## src/rtl/matmul_8x8_c_writer.sv

```systemverilog
// Collects one 8x8 fp16 result as NUM_BEATS column beats and writes each
// column to the two C memory halves at consecutive addresses. The writer
// is armed by start_write and returns to idle after the final column.
module matmul_8x8_c_writer #(
    parameter int DWIDTH          = 16,
    parameter int BB_MAT_MUL_SIZE = 4,
    parameter int AWIDTH          = 7,
    parameter int NUM_BEATS       = 8
) (
    input  logic                                clk,
    input  logic                                reset,
    input  logic                                start_write,
    input  logic [AWIDTH-1:0]                   c_base_addr,
    input  logic                                c_valid,
    input  logic [BB_MAT_MUL_SIZE*DWIDTH-1:0]   c_data_row_0,
    input  logic [BB_MAT_MUL_SIZE*DWIDTH-1:0]   c_data_row_1,
    output logic [AWIDTH-1:0]                   c_addr,
    output logic                                c_we,
    output logic [BB_MAT_MUL_SIZE*DWIDTH-1:0]   c_data_0,
    output logic [BB_MAT_MUL_SIZE*DWIDTH-1:0]   c_data_1,
    output logic                                busy,
    output logic                                done_write,
    output logic                                overflow
);

    localparam int CNT_W = $clog2(NUM_BEATS) + 1;

    typedef enum logic [1:0] {
        IDLE,
        COLLECT,
        DONE
    } state_t;

    state_t             state;
    state_t             state_nxt;
    logic [AWIDTH-1:0]  base_q;
    logic [CNT_W-1:0]   beat_cnt;
    logic               arm;
    logic               accept;
    logic               last_beat;

    // A start only arms from IDLE; beats are only taken while collecting.
    assign arm       = (state == IDLE) && start_write;
    assign accept    = (state == COLLECT) && c_valid;
    assign last_beat = (beat_cnt == CNT_W'(NUM_BEATS - 1));

    // State register.
    always_ff @(posedge clk) begin
        if (!reset) begin
            state <= IDLE;
        end else begin
            state <= state_nxt;
        end
    end

    // Next-state logic plus the state-decoded status outputs.
    always_comb begin
        state_nxt  = state;
        busy       = 1'b0;
        done_write = 1'b0;
        case (state)
            IDLE: begin
                if (start_write) begin
                    state_nxt = COLLECT;
                end
            end
            COLLECT: begin
                busy = 1'b1;
                if (accept && last_beat) begin
                    state_nxt = DONE;
                end
            end
            DONE: begin
                done_write = 1'b1;
                state_nxt  = IDLE;
            end
            default: begin
                state_nxt = IDLE;
            end
        endcase
    end

    // Latched base address and beat counter; the counter holds at the last
    // index rather than running past it.
    always_ff @(posedge clk) begin
        if (!reset) begin
            base_q   <= '0;
            beat_cnt <= '0;
        end else if (arm) begin
            base_q   <= c_base_addr;
            beat_cnt <= '0;
        end else if (accept && !last_beat) begin
            beat_cnt <= beat_cnt + CNT_W'(1);
        end
    end

    // Write port: one registered write per accepted beat; address and data
    // hold their last value between writes. Address wraps naturally.
    always_ff @(posedge clk) begin
        if (!reset) begin
            c_we     <= 1'b0;
            c_addr   <= '0;
            c_data_0 <= '0;
            c_data_1 <= '0;
        end else begin
            c_we <= accept;
            if (accept) begin
                c_addr   <= base_q + AWIDTH'(beat_cnt);
                c_data_0 <= c_data_row_0;
                c_data_1 <= c_data_row_1;
            end
        end
    end

    // Sticky flag for any beat presented while the writer is not collecting.
    always_ff @(posedge clk) begin
        if (!reset) begin
            overflow <= 1'b0;
        end else if (c_valid && (state != COLLECT)) begin
            overflow <= 1'b1;
        end
    end

endmodule
```

## config.mk

```make
export PLATFORM = sky130hd
export DESIGN_NAME = matmul_8x8_c_writer
export DESIGN_NICKNAME = d
export VERILOG_FILES = /design/src/rtl/matmul_8x8_c_writer.sv
export SDC_FILE = /design/constraint.sdc
export NUM_CORES = 1
export LEC_CHECK = 0
export BUFFER_PORTS_ARGS = -buffer_cell sky130_fd_sc_hd__buf_2
export CAP_MARGIN = 20
export CORE_UTILIZATION = 45
export CTS_CLUSTER_SIZE = 20
export DETAILED_ROUTE_END_ITERATION = 16
export PLACE_DENSITY = 0.83
export SETUP_SLACK_MARGIN = 0.2
export SYNTH_ARGS = -nofsm -noshare
export SYNTH_HDL_FRONTEND = slang
export SYNTH_SLANG_ARGS = --single-unit
```

## constraint.sdc

```tcl
create_clock -name clk -period 2.15 [get_ports clk]
set_clock_uncertainty 0.2 [all_clocks]
set_input_delay 0.215 -clock clk [delete_from_list [all_inputs] [get_ports clk]]
set_output_delay 0.215 -clock clk [all_outputs]
set_load 0.05 [all_outputs]
```

==> flow_metrics.tcl, run 1 <==
set metrics [dict create \
    status "finished clean" \
    hold_viol_final 0 \
    core_area_um2 12160 \
    ys_warn_count 0 \
    die_height_um 114.6 \
    cp.required_ps 2240 \
    cts_made_buffers 17 \
    endpoint_kind "register" \
    busiest_layer "met2" \
    track_usage_pct 29.37 \
    ir_drop_uv 565.8 \
    ant_nets 0 \
    p_leak_nw 4.159 \
    fin_util_pct 76.42 \
    ys_top_cells_by_area "dfxtp_1 53%, nand2_1 17%, a21boi_0 16%" \
    reg2regPathDepth 7 \
    crit_chain "ha_4, inv_1, fa_2, nand2b_4, a211oi_4, xnor2_1, a21oi_1" \
    fillers 747 \
    cp_max_fo 3 \
    max_stage_delay_ps 360 \
    globalplace.congestion 0.7644 \
    grt_pass1_vias 6340 \
    avgSynthCellArea_um2 8.548 \
    final_nets 1206 \
    cts-root-buf "clkbuf_16" \
    clk_pin_slew_ps 60 \
    cp_num_cells 7 \
    synth_top_area_cell "dfxtp_1" \
    cp.arrival_ps 1930 \
    cp_num_buf_inv 1 \
    antenna_found_initial 2 \
    fin_total_pwr_mw 7.233 \
    drive_gt1_share_pct 29.98 \
    synth_area_um2 5702 \
    worst_hold_path_type "input pin to register" \
    ys_seq_area_share_pct 52.67 \
    port_buffers 277 \
    worst_path_max_delay_cell "dfxtp_2" \
    synth_top_cell_area_share_pct 52.67 \
    wl_per_cell_um 15.60 \
    wl_mm 19.40 \
    rsz0062_at_grt "no" \
    fmax_mhz 542.1 \
    clk_latency_ps 410 \
    area_growth_pct 63.00 \
    drv_slew 0 \
    min_period_ps 1845 \
    multiInputGateArea_um2 2530 \
    ios 278 \
    slew_headroom_pct 74.80 \
    finalSetupViolCount 0 \
    final_common_cell "buf_2" \
    start_util_pct 46.88 \
    clkSinkCount 150 \
    use_met2_pct 53.29 \
    synth_cell_type_count 32 \
    cpLargestDelayFamily "adder cells" \
    grt_overflow 0 \
    cts_tree "built" \
    syn_nets 812 \
    drt_iter0_markers 427 \
    first_pass_iters 5 \
    fin_setup_tns_ps 0 \
    drc 0 \
    die_x_um 114.6 \
    vias 6227 \
    worst_pin_slew_ps 377.2 \
    clockBufferDepth 2 \
    max_cap_violations 0 \
    vias_per_cell 5.006 \
    finalCritPeriodShare_pct 85.79 \
    synth.ff_latch_count 150 \
    p_per_area_nw_per_um2 778.2 \
    grt_util_met1_pct 29.00 \
    worstSetupPathType "register to register" \
    synth_cells 667 \
    mostFrequentLayoutCells "276 x buf_2, 263 x nand2_1, 148 x dfxtp_1, 138 x dlygate4sd3_1, 125 x a21boi_0" \
    dp_hpwl_mm 9.738 \
    grt_util_met3_pct 10.06 \
    start_kind "register" \
    grt_max_degree 80 \
    die_area_um2 13130 \
    cts_htree_levels 4 \
    register_area_um2 3008 \
    grt_first_pass_wirelength_mm 29.79 \
    hold_depth 3 \
    num_rows 40 \
]
[state kept, by name, summed over array words and instances (netlist names)]
| signal | flops |
|---|---|
| beat_cnt | 4 |
| c_addr | 7 |
| c_data_0 | 64 |
| c_we | 1 |
| overflow | 1 |
| base_q | 7 |
| state | 2 |
| c_data_1 | 64 |
[layout make-up]
class / count / share of cell area (%)
Sequential cell: 150 / 32.36
Multi-Input combinational cell: 466 / 27.22
Timing Repair Buffer: 422 / 31.26
Tap cell: 168 / 2.262
Clock inverter: 8 / 1.279
Inverter: 4 / 0.1616
Clock buffer: 24 / 5.398
Antenna cell: 2 / 0.05385
[stage by stage]
stage | worst slack, ps | cell area [um2] | std cells | hold WS, ps
2_1_floorplan | 269.1 | 5702 | 667 | 149.9
3_3_place_gp | 183.4 | 7231 | 1072 | 237.5
3_5_place_dp | 97.30 | 7231 | 1072 | 243.8
4_1_cts | 213.9 | 9239 | 1242 | 64.87
5_1_grt | 223.7 | 9294 | 1244 | 104.9
6_report | 305.4 | 9294 | 1244 | 109.0
[cell usage after synthesis]
cell type,count
nand2_1,263
dfxtp_1,150
a21boi_0,125
clkbuf_1,27
buf_2,18
nor2b_1,9
a21oi_1,8
nor2_1,8
mux2i_1,7
nand3_1,7
a21boi_1,5
ha_1,5
nand2b_1,5
inv_1,4
o21ai_0,3
a211oi_1,2
and3b_1,2
buf_4,2
nand4b_1,2
o211ai_1,2
xnor2_1,2
and2_1,1
and3_1,1
fa_1,1
nand2_2,1
nor3_1,1
nor3b_1,1
o211a_1,1
o21a_1,1
o31ai_1,1
or3_1,1
xor2_1,1
[routing by layer]
metal | wire length (um) | vias to the layer above
met1 | 7039 | 2909
met4 | 728 | 0
met3 | 1740 | 70
met5 | 0 | -
met2 | 9895 | 302
li1 | - | 2946
[power by group]
| part | internal (mW) | leakage [nW] | switching, mW |
|---|---|---|---|
| sequential | 2.90 | 1.22 | 0.0675 |
| clock | 1.98 | 0.310 | 1.11 |
| combinational | 0.461 | 2.63 | 0.726 |
[cell families after synthesis]
group | count (synthesis) | share of synthesized area (%)
adders and majority gates | 6 | 1.448
and+or+nand+nor | 302 | 21.26
AOI/OAI and AO/OA | 148 | 19.05
buffers and inverters | 51 | 3.884
xor gates and xnor gates | 3 | 0.4609
DFF | 150 | 52.67
muxes | 7 | 1.229
[repair_timing]
action,in CTS,in global routing
setup endpoints to repair,1,3
setup buffers,0,0
resized for setup,2,9
hold buffers,138,0
pin swaps,0,1
hold endpoints to repair,137,0
[path summary, 6_finish.rpt]
path                        startpoint                        end  slack [ps]
max             base_q[0]$_SDFFE_PN0P_     c_addr[6]$_SDFFE_PN0P_         310
min                        start_write      state[0]$_SDFFE_PN0P_         110
max reg2reg     base_q[0]$_SDFFE_PN0P_     c_addr[6]$_SDFFE_PN0P_         310
min reg2reg  c_data_1[58]$_SDFFE_PN0P_  c_data_1[58]$_SDFFE_PN0P_         260
[worst register-to-register path, cell delays in order, from the launching register on]
cell and delay, ps:
dfxtp_2 360, ha_4 150, inv_1 50, fa_2 340
nand2b_4 170, a211oi_4 240, xnor2_1 140, a21oi_1 80
No activity file was read; power rests on OpenSTA's default activity.
==> run 2, diff against run 1 <==
- CORE_UTILIZATION: 45 -> 46
- PLACE_DENSITY: 0.83 -> 0.85
==> run 2 against run 1 <==
Maximum frequency down 1.8%. First-iteration DRC count up 29%. Sequential cell count unchanged. Count of clock-buffer cells in the layout down 3. Total power down 2.7%. Sequential share of layout area up 0.24 points. Global-route usage up 1.3 points.
==> flow_metrics.tcl, run 2 (synthesis results as in run 1) <==
set metrics [dict create \
    hold_viol_final 0 \
    setup_ws_ps 271.5 \
    min_period_ps 1878 \
    mostFrequentLayoutCells "276 x buf_2, 263 x nand2_1, 149 x dfxtp_1, 136 x dlygate4sd3_1, 125 x a21boi_0" \
    finalSetupViolCount 0 \
    area_growth_pct 61.58 \
    wl_per_cell_um 15.94 \
    ir_drop_uv 483.6 \
    cp.arrival_ps 1970 \
    fin_setup_tns_ps 0 \
    cts_made_buffers 17 \
    globalplace.congestion 0.7649 \
    clk_pin_slew_ps 60 \
    grt_max_degree 71 \
    start_util_pct 47.27 \
    rsz0062_at_grt "yes" \
    worstSetupPathType "register to register" \
    final_nets 1207 \
    ios 278 \
    die_x_um 113.3 \
    fillers 716 \
    cts_htree_levels 4 \
    endpoint_kind "register" \
    grt_overflow 0 \
    grt_pass1_vias 6599 \
    num_rows 40 \
    p_leak_nw 4.140 \
    drive_gt1_share_pct 29.89 \
    core_area_um2 12060 \
    dp_hpwl_mm 10.09 \
    track_usage_pct 30.72 \
    use_met2_pct 56.16 \
    worst_pin_slew_ps 354.6 \
    clkSinkCount 150 \
    cp_max_fo 4 \
    die_area_um2 12840 \
    final_common_cell "buf_2" \
    start_kind "register" \
    post_cts_buffers 0 \
    drv_slew 0 \
    first_pass_iters 5 \
    cp.required_ps 2240 \
    top_regs "c_data_0: 64 flops, c_data_1: 64 flops" \
    fmax_mhz 532.3 \
    worst_hold_path_type "input pin to register" \
    place_area_um2 7266 \
    port_buffers 277 \
    p_per_area_nw_per_um2 763.6 \
    place_ws_ps 127.8 \
    clockBufferDepth 2 \
    vias_per_cell 5.027 \
    grt_util_met1_pct 31.81 \
    dp.cells 1075 \
    ant_nets 0 \
    grt_util_met3_pct 8.249 \
    vias 6248 \
    status "finished clean" \
    die_height_um 113.3 \
    antenna_found_initial 1 \
    fin_util_pct 76.38 \
    instances_no_fill 1243 \
    fin_area_um2 9213 \
    finalCritPeriodShare_pct 87.37 \
    busiest_layer "met2" \
    grt_first_pass_wirelength_mm 30.84 \
    clk_latency_ps 410 \
    cts-root-buf "clkbuf_16" \
    hold-worst-slack_ps 46.69 \
    wl_mm 19.82 \
    drc 0 \
    fin_total_pwr_mw 7.034 \
    cts_tree "built" \
    max_cap_violations 0 \
    drt_iter0_markers 552 \
    slew_headroom_pct 76.31 \
]
-- run 2: per-layer routing --
layer / vias to the layer above / part of all wire, %
li1: 2952 / -
met1: 2906 / 37
met2: 321 / 51
met3: 69 / 7.8
met4: 0 / 3.8
met5: - / 0
-- run 2: report_power, final --
part           total, mW  switching [mW]  internal (mW)
Combinational       1.19           0.734          0.461
Sequential          2.96          0.0657           2.90
Clock               2.88            1.13           1.75
-- run 2: worst max-delay path, cell delays in order, from the launching register on --
cell and delay [ps]:
dfxtp_2 360, ha_1 190, inv_1 60, fa_1 370, nand2b_4 160, a211oi_2 200, xnor2_1 140, a21oi_1 80
-- run 2: final timing paths --
kind,start,to,slack (ps),cells past startpoint
max,beat_cnt[0]$_SDFFE_PP0P_,c_addr[6]$_SDFFE_PN0P_,270,7
min,reset,c_data_0[54]$_SDFFE_PN0P_,50,2
max reg2reg,beat_cnt[0]$_SDFFE_PP0P_,c_addr[6]$_SDFFE_PN0P_,270,7
min reg2reg,c_data_1[57]$_SDFFE_PN0P_,c_data_1[57]$_SDFFE_PN0P_,260,2
-- run 2: cell type report --
type	count	area (um2)	share of cell area (%)
Tap cell	168	210.2	2.282
Sequential cell	150	3004	32.61
Multi-Input combinational cell	466	2499	27.12
Clock buffer	21	460.4	4.998
Timing Repair Buffer	423	2917	31.66
Antenna cell	1	2.502	0.02716
Clock inverter	10	105.1	1.141
Inverter	4	15.01	0.1630
-- run 2: timing repair --
action	4_1_cts	5_1_grt
gates resized for setup	2	2
hold buffers	136	0
endpoints found under the hold margin	137	0
setup endpoints to repair	1	3
pin swaps	0	0
==> run 3, diff against run 2 <==
- BUFFER_PORTS_ARGS: -buffer_cell sky130_fd_sc_hd__buf_2 -> -buffer_cell sky130_fd_sc_hd__buf_4
- CORE_UTILIZATION: 46 -> 49
- PLACE_DENSITY: 0.85 -> 0.89
- clock period: 2.15 -> 2.3 ns (I/O delays scaled with it)
==> run 3 against run 2 <==
Worst hold slack improved by 38 ps. Largest power group is now clock. Highest routed layer unchanged. Final cell count decreased by 2.3%. Die area decreased by 6.0%.
==> flow_metrics.tcl, run 3 (synthesis results as in run 1) <==
set metrics [dict create \
    status "finished clean" \
    vias 6495 \
    cts_tree "built" \
    p_leak_nw 4.253 \
    dp_hpwl_mm 10.61 \
    cts-root-buf "clkbuf_16" \
    clkPwrFrac_pct 43.1 \
    vias_per_cell 5.350 \
    die_area_um2 12070 \
    grt_max_degree 96 \
    p_per_area_nw_per_um2 718.7 \
    cts_htree_levels 4 \
    grt_first_pass_wirelength_mm 33.17 \
    min_period_ps 1995 \
    hold-worst-slack_ps 85.12 \
    globalplace.congestion 0.7501 \
    start_kind "register" \
    setup_ws_ps 305.2 \
    p_switching_mw 1.877 \
    worstSetupPathType "register to register" \
    final_nets 1205 \
    drv_slew 0 \
    fmax_mhz 501.3 \
    antenna_cells 0 \
    cp.arrival_ps 2080 \
    clk_pin_slew_ps 60 \
    multiInputGateArea_um2 2491 \
    endpoint_kind "register" \
    ios 278 \
    clockBufferDepth 2 \
    wl_mm 22.76 \
    area_growth_pct 72.96 \
    mostFrequentLayoutCells "282 x buf_4, 263 x nand2_1, 149 x dfxtp_1, 136 x dlygate4sd3_1, 123 x a21boi_0" \
    cp_max_fo 4 \
    track_usage_pct 36.98 \
    drc 0 \
    ant_nets 0 \
    core_area_um2 11370 \
    start_util_pct 50.15 \
    final_common_cell "buf_4" \
    fin_total_pwr_mw 7.088 \
    finalSetupViolCount 0 \
    num_rows 39 \
    max_cap_violations 0 \
    ir_drop_uv 589.5 \
    slew_headroom_pct 62.71 \
    drt_iter0_markers 466 \
    cp.required_ps 2380 \
    rsz0062_at_grt "no" \
    wl_per_cell_um 18.74 \
    top_regs "c_data_0: 64 flops, c_data_1: 64 flops" \
    antenna_found_initial 0 \
    fillers 481 \
    grt_overflow 0 \
    p_comb_share_pct 17.7 \
    worst_pin_slew_ps 559.4 \
    pwr-share-seq_pct 39.2 \
    clkSinkCount 150 \
    finalCritPeriodShare_pct 86.73 \
    grt_pass1_vias 6645 \
    die_height_um 109.9 \
    switching_share_pct 26.49 \
    register_area_um2 3004 \
    fin_area_um2 9862 \
    fin_setup_tns_ps 0 \
    place_ws_ps 217.3 \
    cts_made_buffers 17 \
    intPower_mw 5.210 \
    hold_viol_final 0 \
    worst_hold_path_type "input pin to register" \
    place_area_um2 7860 \
    first_pass_iters 5 \
    clk_latency_ps 420 \
    die_x_um 109.9 \
    drive_gt1_share_pct 29.69 \
    port_buffers 277 \
]
## run 3: cell count changes in the layout (fill, tap and decap cells not counted), moves of 2 or more
cell / delta
clkinv_2: -2
a21boi_1: +2
buf_12: -4
bufinv_16: +3
a21boi_0: -2
buf_2: -276
buf_4: +279
## run 3: routing by layer
| layer | track usage, % | vias up | wire (um) |
|---|---|---|---|
| li1 | - | 2945 | - |
| met1 | 36.68 | 3084 | 7948 |
| met2 | 65.76 | 370 | 11660 |
| met3 | 13.40 | 96 | 2137 |
| met4 | 22.10 | 0 | 1012 |
| met5 | 0 | - | 0 |
## run 3: path summary, 6_finish.rpt
path	start	endpoint	slack, ps	cells past startpoint
worst min register to register	c_data_0[43]$_SDFFE_PN0P_	c_data_0[43]$_SDFFE_PN0P_	260	2
worst max register to register	beat_cnt[0]$_SDFFE_PP0P_	c_addr[6]$_SDFFE_PN0P_	310	7
worst min-delay path	start_write	state[0]$_SDFFE_PN0P_	90	3
worst max-delay path	beat_cnt[0]$_SDFFE_PP0P_	c_addr[6]$_SDFFE_PN0P_	310	7
## run 3: power by group through the flow
stage	clock [mW]	combinational [mW]	sequential, mW
floorplan	0	0.260	3.15
global placement	0	0.992	2.82
detailed placement	0	1.00	2.82
CTS	3.02	1.20	2.77
global route	3.17	1.31	2.79
finish	3.05	1.25	2.78
## run 3: final cells by class
cell class | count | share of cell area [%]
Timing Repair Buffer | 421 | 35.88
Sequential cell | 150 | 30.46
Inverter | 4 | 0.1522
Tap cell | 143 | 1.814
Clock buffer | 20 | 4.631
Multi-Input combinational cell | 466 | 25.26
Clock inverter | 10 | 1.802
## run 3: metrics by stage
step	util, %	cells
6_report	86.74	1214
5_1_grt	86.74	1214
4_1_cts	86.68	1214
3_5_place_dp	69.13	1048
3_3_place_gp	69.13	1048
2_1_floorplan	-	667
## run 3: repair_timing
item                                    CTS  global route
endpoints found under the setup margin    0             3
setup buffers                             0             0
hold buffers                            136             0
resized for setup                         0             4
endpoints found under the hold margin   137             0
## run 3: critical path, stage by stage (launching register included)
cell      delay (ps)
dfxtp_2          370
ha_1             180
inv_1             60
fa_1             400
nand2b_1         210
a211oi_2         220
xnor2_1          140
a21oi_1           80
